$ cat src/rtl/fnd_pkg.sv
// rtl/fnd_pkg.sv - shared constants, font table and digit index type for the FND scan controller
package fnd_pkg;

    localparam int NUM_DIGITS = 4;
    localparam int MAX_VALUE  = 9999;

    localparam logic [6:0] SEG_0     = 7'h40;
    localparam logic [6:0] SEG_1     = 7'h79;
    localparam logic [6:0] SEG_2     = 7'h24;
    localparam logic [6:0] SEG_3     = 7'h30;
    localparam logic [6:0] SEG_4     = 7'h19;
    localparam logic [6:0] SEG_5     = 7'h12;
    localparam logic [6:0] SEG_6     = 7'h02;
    localparam logic [6:0] SEG_7     = 7'h78;
    localparam logic [6:0] SEG_8     = 7'h00;
    localparam logic [6:0] SEG_9     = 7'h10;
    localparam logic [6:0] SEG_BLANK = 7'h7F;

    typedef logic [1:0] digit_idx_t;

    // Active-low g..a pattern for one BCD digit; anything out of range is dark.
    function automatic logic [6:0] seg_encode(input logic [3:0] bcd);
        case (bcd)
            4'd0:    seg_encode = SEG_0;
            4'd1:    seg_encode = SEG_1;
            4'd2:    seg_encode = SEG_2;
            4'd3:    seg_encode = SEG_3;
            4'd4:    seg_encode = SEG_4;
            4'd5:    seg_encode = SEG_5;
            4'd6:    seg_encode = SEG_6;
            4'd7:    seg_encode = SEG_7;
            4'd8:    seg_encode = SEG_8;
            4'd9:    seg_encode = SEG_9;
            default: seg_encode = SEG_BLANK;
        endcase
    endfunction

endpackage

$ cat src/rtl/digitDivider.sv
// rtl/digitDivider.sv - combinational binary to four decimal digits splitter
module digitDivider (
    input  logic [13:0] i_value,
    input  logic        i_clear,
    output logic [3:0]  o_digit0,
    output logic [3:0]  o_digit1,
    output logic [3:0]  o_digit2,
    output logic [3:0]  o_digit3
);

    logic [13:0] q10;
    logic [13:0] q100;
    logic [13:0] q1000;

    always_comb begin
        q10      = i_value / 14'd10;
        q100     = i_value / 14'd100;
        q1000    = i_value / 14'd1000;
        o_digit0 = 4'(i_value % 14'd10);
        o_digit1 = 4'(q10 % 14'd10);
        o_digit2 = 4'(q100 % 14'd10);
        o_digit3 = 4'(q1000 % 14'd10);
        if (i_clear) begin
            o_digit0 = 4'd0;
            o_digit1 = 4'd0;
            o_digit2 = 4'd0;
            o_digit3 = 4'd0;
        end
    end

endmodule

$ cat src/rtl/fnd_scan_controller.sv
// rtl/fnd_scan_controller.sv - time-multiplexed 4-digit common-anode FND scan controller
module fnd_scan_controller
    import fnd_pkg::*;
#(
    parameter int CLK_HZ   = 100_000_000,
    parameter int SCAN_HZ  = 4_000,
    parameter int BLANK_LZ = 1
) (
    input  logic        i_clk,
    input  logic        i_reset,
    input  logic        i_enable,
    input  logic [13:0] i_value,
    input  logic        i_valid,
    output logic        o_ready,
    input  logic        i_clear,
    input  logic [3:0]  i_dp,
    output logic [3:0]  o_fnd_comm,
    output logic [7:0]  o_fnd_font,
    output logic        o_frame_done
);

    localparam int DIV    = CLK_HZ / SCAN_HZ;
    localparam int TICK_W = (DIV > 1) ? $clog2(DIV) : 1;
    localparam logic [TICK_W-1:0] TICK_LAST  = TICK_W'(DIV - 1);
    localparam digit_idx_t        DIGIT_LAST = digit_idx_t'(NUM_DIGITS - 1);
    localparam logic [13:0]       VALUE_CAP  = 14'(MAX_VALUE);

    logic [13:0]       r_pend;
    logic              r_pend_full;
    logic [13:0]       r_disp;
    logic [TICK_W-1:0] r_tick;
    digit_idx_t        r_digit;

    logic [3:0]  dig0, dig1, dig2, dig3;
    logic [3:0]  sel_digit;
    logic        lz_blank;
    logic [6:0]  seg;
    logic [13:0] sat_value;
    logic        accept;
    logic        frame_end;

    digitDivider u_divider (
        .i_value  (r_disp),
        .i_clear  (1'b0),
        .o_digit0 (dig0),
        .o_digit1 (dig1),
        .o_digit2 (dig2),
        .o_digit3 (dig3)
    );

    assign o_ready   = ~r_pend_full;
    assign accept    = i_valid & ~r_pend_full;
    assign sat_value = (i_value > VALUE_CAP) ? VALUE_CAP : i_value;
    assign frame_end = i_enable && (r_tick == TICK_LAST) && (r_digit == DIGIT_LAST);

    // A digit is a leading zero only when it and every higher digit are zero.
    always_comb begin
        sel_digit = dig0;
        lz_blank  = 1'b0;
        case (r_digit)
            2'd0: sel_digit = dig0;
            2'd1: begin
                sel_digit = dig1;
                lz_blank  = (dig3 == 4'd0) && (dig2 == 4'd0) && (dig1 == 4'd0);
            end
            2'd2: begin
                sel_digit = dig2;
                lz_blank  = (dig3 == 4'd0) && (dig2 == 4'd0);
            end
            default: begin
                sel_digit = dig3;
                lz_blank  = (dig3 == 4'd0);
            end
        endcase
        seg = ((BLANK_LZ != 0) && lz_blank) ? SEG_BLANK : seg_encode(sel_digit);
    end

    always_ff @(posedge i_clk) begin
        if (i_reset) begin
            r_pend       <= 14'd0;
            r_pend_full  <= 1'b0;
            r_disp       <= 14'd0;
            r_tick       <= '0;
            r_digit      <= '0;
            o_fnd_comm   <= 4'hF;
            o_fnd_font   <= 8'hFF;
            o_frame_done <= 1'b0;
        end else begin
            // Pending slot feeds the display only between frames, or at once while dark.
            if (i_clear) begin
                r_disp      <= 14'd0;
                r_pend      <= 14'd0;
                r_pend_full <= 1'b0;
            end else if (accept) begin
                r_pend      <= sat_value;
                r_pend_full <= 1'b1;
            end else if (r_pend_full && (!i_enable || frame_end)) begin
                r_disp      <= r_pend;
                r_pend_full <= 1'b0;
            end

            if (!i_enable) begin
                r_tick       <= '0;
                r_digit      <= '0;
                o_fnd_comm   <= 4'hF;
                o_fnd_font   <= 8'hFF;
                o_frame_done <= 1'b0;
            end else begin
                o_fnd_comm   <= ~(4'b0001 << r_digit);
                o_fnd_font   <= {~i_dp[r_digit], seg};
                o_frame_done <= frame_end;
                if (r_tick == TICK_LAST) begin
                    r_tick  <= '0;
                    r_digit <= r_digit + 2'd1;
                end else begin
                    r_tick <= r_tick + 1'b1;
                end
            end
        end
    end

endmodule

$ cat config.mk
export PLATFORM = sky130hd
export DESIGN_NAME = fnd_scan_controller
export DESIGN_NICKNAME = d
export VERILOG_FILES = /design/src/rtl/fnd_pkg.sv /design/src/rtl/digitDivider.sv /design/src/rtl/fnd_scan_controller.sv
export SDC_FILE = /design/constraint.sdc
export NUM_CORES = 1
export LEC_CHECK = 0
export ABC_AREA = 1
export BUFFER_PORTS_ARGS = -buffer_cell sky130_fd_sc_hd__buf_2
export CORE_ASPECT_RATIO = 0.6
export CORE_MARGIN = 2
export CORE_UTILIZATION = 60
export CTS_CLUSTER_SIZE = 12
export DETAILED_ROUTE_END_ITERATION = 6
export GPL_TIMING_DRIVEN = 0
export PLACE_DENSITY = 0.79
export SETUP_SLACK_MARGIN = 0.2
export SYNTH_ARGS = -nofsm -noshare
export SYNTH_HDL_FRONTEND = slang
export SYNTH_HIERARCHICAL = 1
export SYNTH_SLANG_ARGS = --single-unit
$ cat constraint.sdc
create_clock -name i_clk -period 6.65 [get_ports i_clk]
set_input_delay 0.3325 -clock i_clk [delete_from_list [all_inputs] [get_ports i_clk]]
set_output_delay 0.3325 -clock i_clk [all_outputs]
set_load 0.05 [all_outputs]
==> key figures <==
GRT
  • Number of global-route vias before repair: 5637
  • First-pass GRT wire length: 25300 µm
  • Total track usage: 26.6%
  • Grt met3 use: 4.55%
  • GR Layer Usage met1: 41.4%
  • Largest net degree at the start of global routing: 11
  • GR Util met2: 37.6%
  • Initial antenna violation count: 0
  • Global route overflow: 0
  • Gr busiest metal: met1

Cells and area
  • Nets@finish: 1136
  • Non-Filler Instances: 1237
  • Sequential cell area: 1190 µm²
  • Final instance area: 7330 µm²
  • Synth-to-Final Area Change: 14.9%
  • Inserted Diodes: 0
  • Fillers: 925
  • Multi-input logic area: 4650 µm²
  • Final core utilization: 70.1%
  • Layout cells sized above 1: 23.6%

Logic synthesis
  • FF+latch count, synth: 59
  • Asr flop ratio synth: 0%
  • Synth cell count leaders: nand2_1 (281), inv_1 (126), nor2_1 (104)
  • Mapped cell area: 6380 µm²
  • Top FF cell, synth: dfxtp_1
  • Post-synth EDFFs: 0
  • Post-synth top area share: 18.5%
  • Sequential share of the synthesized area: 18.5%
  • Count of cell types in the netlist: 57
  • Ranking of synthesized cells by area: dfxtp_1 (19%), nand2_1 (17%), inv_1 (7.4%)
  • Synth warnings: 6
  • Post-Syn Instances: 1038
  • Post-synth net total: 1080
  • Most common cell in the netlist: nand2_1
  • Yosys top cell by area: dfxtp_1
  • Post-Syn Area per Cell: 6.14 µm²

Power and ir drop
  • P_int: 0.851 mW
  • Flop pwr share: 27.1%
  • Clk pwr share: 34.1%
  • Power density over the cells: 189 nW/µm²
  • Final Total Pwr: 1.38 mW
  • Switching pwr: 0.532 mW
  • Switching Share: 38.4%
  • VDD IR max: 0.184 mV
  • Leakage: 3.62 nW
  • Combinational share of power: 38.8%

CTS
  • Clock Pin Slew Worst Setup and Hold Paths: 50 ps
  • CTS tree: done
  • Max Root-Sink Buffers: 2
  • Clock Sinks: 59
  • Clk Latency, worst-skew pair: 330 ps
  • Number of H-tree levels: 3
  • Root Driver: clkbuf_16
  • Num CTS Buffers: 9

Route
  • 1st-iter DRT viols: 461
  • Avg WL per Cell: 12.1 µm
  • Drt drc: 0
  • Drt via density: 5.28
  • Pre-antenna DRT Iters: 6
  • DR vias: 6536
  • ANT nets after route: 0
  • Total Routed Length: 15000 µm

Placed design
  • Placed Instances: 1213
  • RePlAce Congestion: 0.886
  • Pre-CTS setup slack: 435 ps
  • Placed cell area: 6730 µm²
  • Post-DP HPWL: 11400 µm
  • # port buffers: 36

Setup path
  • Top delay family on crit path: simple AND/OR/NAND/NOR gates
  • CP Class: flip-flop to flip-flop
  • R2r setup slk: 670 ps
  • Crit-path max cell delay: 320 ps
  • CP bufs+invs: 6
  • Critical Path AT: 6200 ps
  • Crit-path max FO: 10
  • Critical path startpoint category: flip-flop
  • CP dominant cell by count: nand2_1
  • Reg2Reg Depth: 48
  • Reg2reg start: r_disp[9]
  • Critical Path Sink Type: flip-flop
  • CP required: 6870 ps
  • CP max stage cell: dfxtp_1
  • Reg-to-Reg End: o_fnd_font[3]

Timing
  • Relative slew slack: 24.4%
  • Post-route minimum period: 5980 ps
  • Sum Neg Setup Slack: 0 ps
  • Final-report hold violation count: 0
  • Final setup vio count: 0
  • Worst-Margin Slew: 1120 ps
  • Fmax: 0.167 GHz
  • WHS: 260 ps
  • PnR worst setup slack: 665 ps
  • Max Slew Vio Count: 0
  • RSZ-0062 raised after global routing: false
  • Clock skew: 9.91 ps
  • Period utilization: 90.0%

Die
  • DIE HEIGHT: 83.9 µm
  • Initial Utilization: 61.0%
  • DIE WIDTH: 137 µm
  • Core area: 10500 µm²
  • Cell Rows: 29
  • Io pins: 37
  • Die area: 11500 µm²

Hold path
  • Worst hold-check path type: primary input to flip-flop
  • Hold path depth: 3
  • Hold Path End: r_pend[6]
  • HP Start: i_value[6]

Job
  • Maxcap violations: 0

Run status
  • Status: finished clean
==> power by group through the flow <==
stage	logic [mW]	clock network, mW	registers (mW)
2_1_floorplan	0.367	0	0.416
3_3_place_gp	0.482	0	0.382
3_5_place_dp	0.489	0	0.383
4_1_cts	0.496	0.474	0.376
5_1_grt	0.603	0.489	0.376
6_report	0.537	0.471	0.375
==> layout make-up <==
| cell class | instances | share of cell area (%) |
|---|---|---|
| Multi-Input combinational cell | 801 | 63.5 |
| Sequential cell | 59 | 16.3 |
| Inverter | 159 | 8.42 |
| Clock buffer | 11 | 3.45 |
| Timing Repair Buffer | 45 | 3.38 |
| Tap cell | 139 | 2.37 |
| Buffer | 19 | 1.95 |
| Clock inverter | 4 | 0.683 |
==> cells in the final DEF (no fill, tap or decap), drive strengths merged, types with 3 or more instances in the layout <==
cell	n
a21oi	68
buf	57
clkbuf	18
clkinv	10
dfxtp	59
ha	19
inv	150
nand2	343
nand3	98
nand4	31
nor2	124
nor3	6
o2111ai	3
o211ai	4
o21ai	51
o21bai	6
or2	3
xnor2	8
xor2	21
==> per-layer routing <==
layer  wire length (µm)  share of wire (%)
met1               7840                 52
met2               6010                 40
met3                992                6.6
met4                119               0.79
met5                  0                  0
==> timing repair <==
item	CTS	global route
hold buffers	0	0
endpoints found under the setup margin	0	7
buffers inserted	0	9
resized for setup	0	55
endpoints found under the hold margin	0	0
==> how the worst max path moves through the flow <==
stage / start / endpoint / cells past startpoint
finish: r_disp[9] / o_fnd_font[3] / 48
floorplan: r_disp[10] / o_fnd_font[3] / 47
CTS: r_disp[11] / o_fnd_font[3] / 47
global route: r_disp[12] / o_fnd_font[3] / 55
detailed placement: r_disp[11] / o_fnd_font[3] / 41
global placement: r_disp[11] / o_fnd_font[3] / 48
==> sequential cells by signal, indices dropped and copies added, names as in the netlist <==
register and flops:
r_pend_full 1, o_fnd_font 8, r_pend 14, o_frame_done 1
o_fnd_comm 4, r_disp 14, r_tick 15, r_digit 2
==> tightest hold or removal path: stages <==
cell	delay (ps)
buf_2	100
nand2_1	50
a21oi_1	50
==> cells by family (layout without fill, tap and decap cells) <==
| kind of cell | Yosys count | after routing | synth area share [%] |
|---|---|---|---|
| AOI/OAI and AO/OA | 138 | 138 | 12.5 |
| muxes | 1 | 1 | 0.177 |
| xor gates and xnor gates | 29 | 29 | 4.45 |
| adders and majority gates | 19 | 19 | 3.73 |
| other | 1 | 1 | 0.0588 |
| DFF | 59 | 59 | 18.5 |
| buffers and inverters | 178 | 238 | 11.8 |
| and+or+nand+nor | 613 | 613 | 48.7 |
Note: power is estimated with default switching activity, not from simulation.
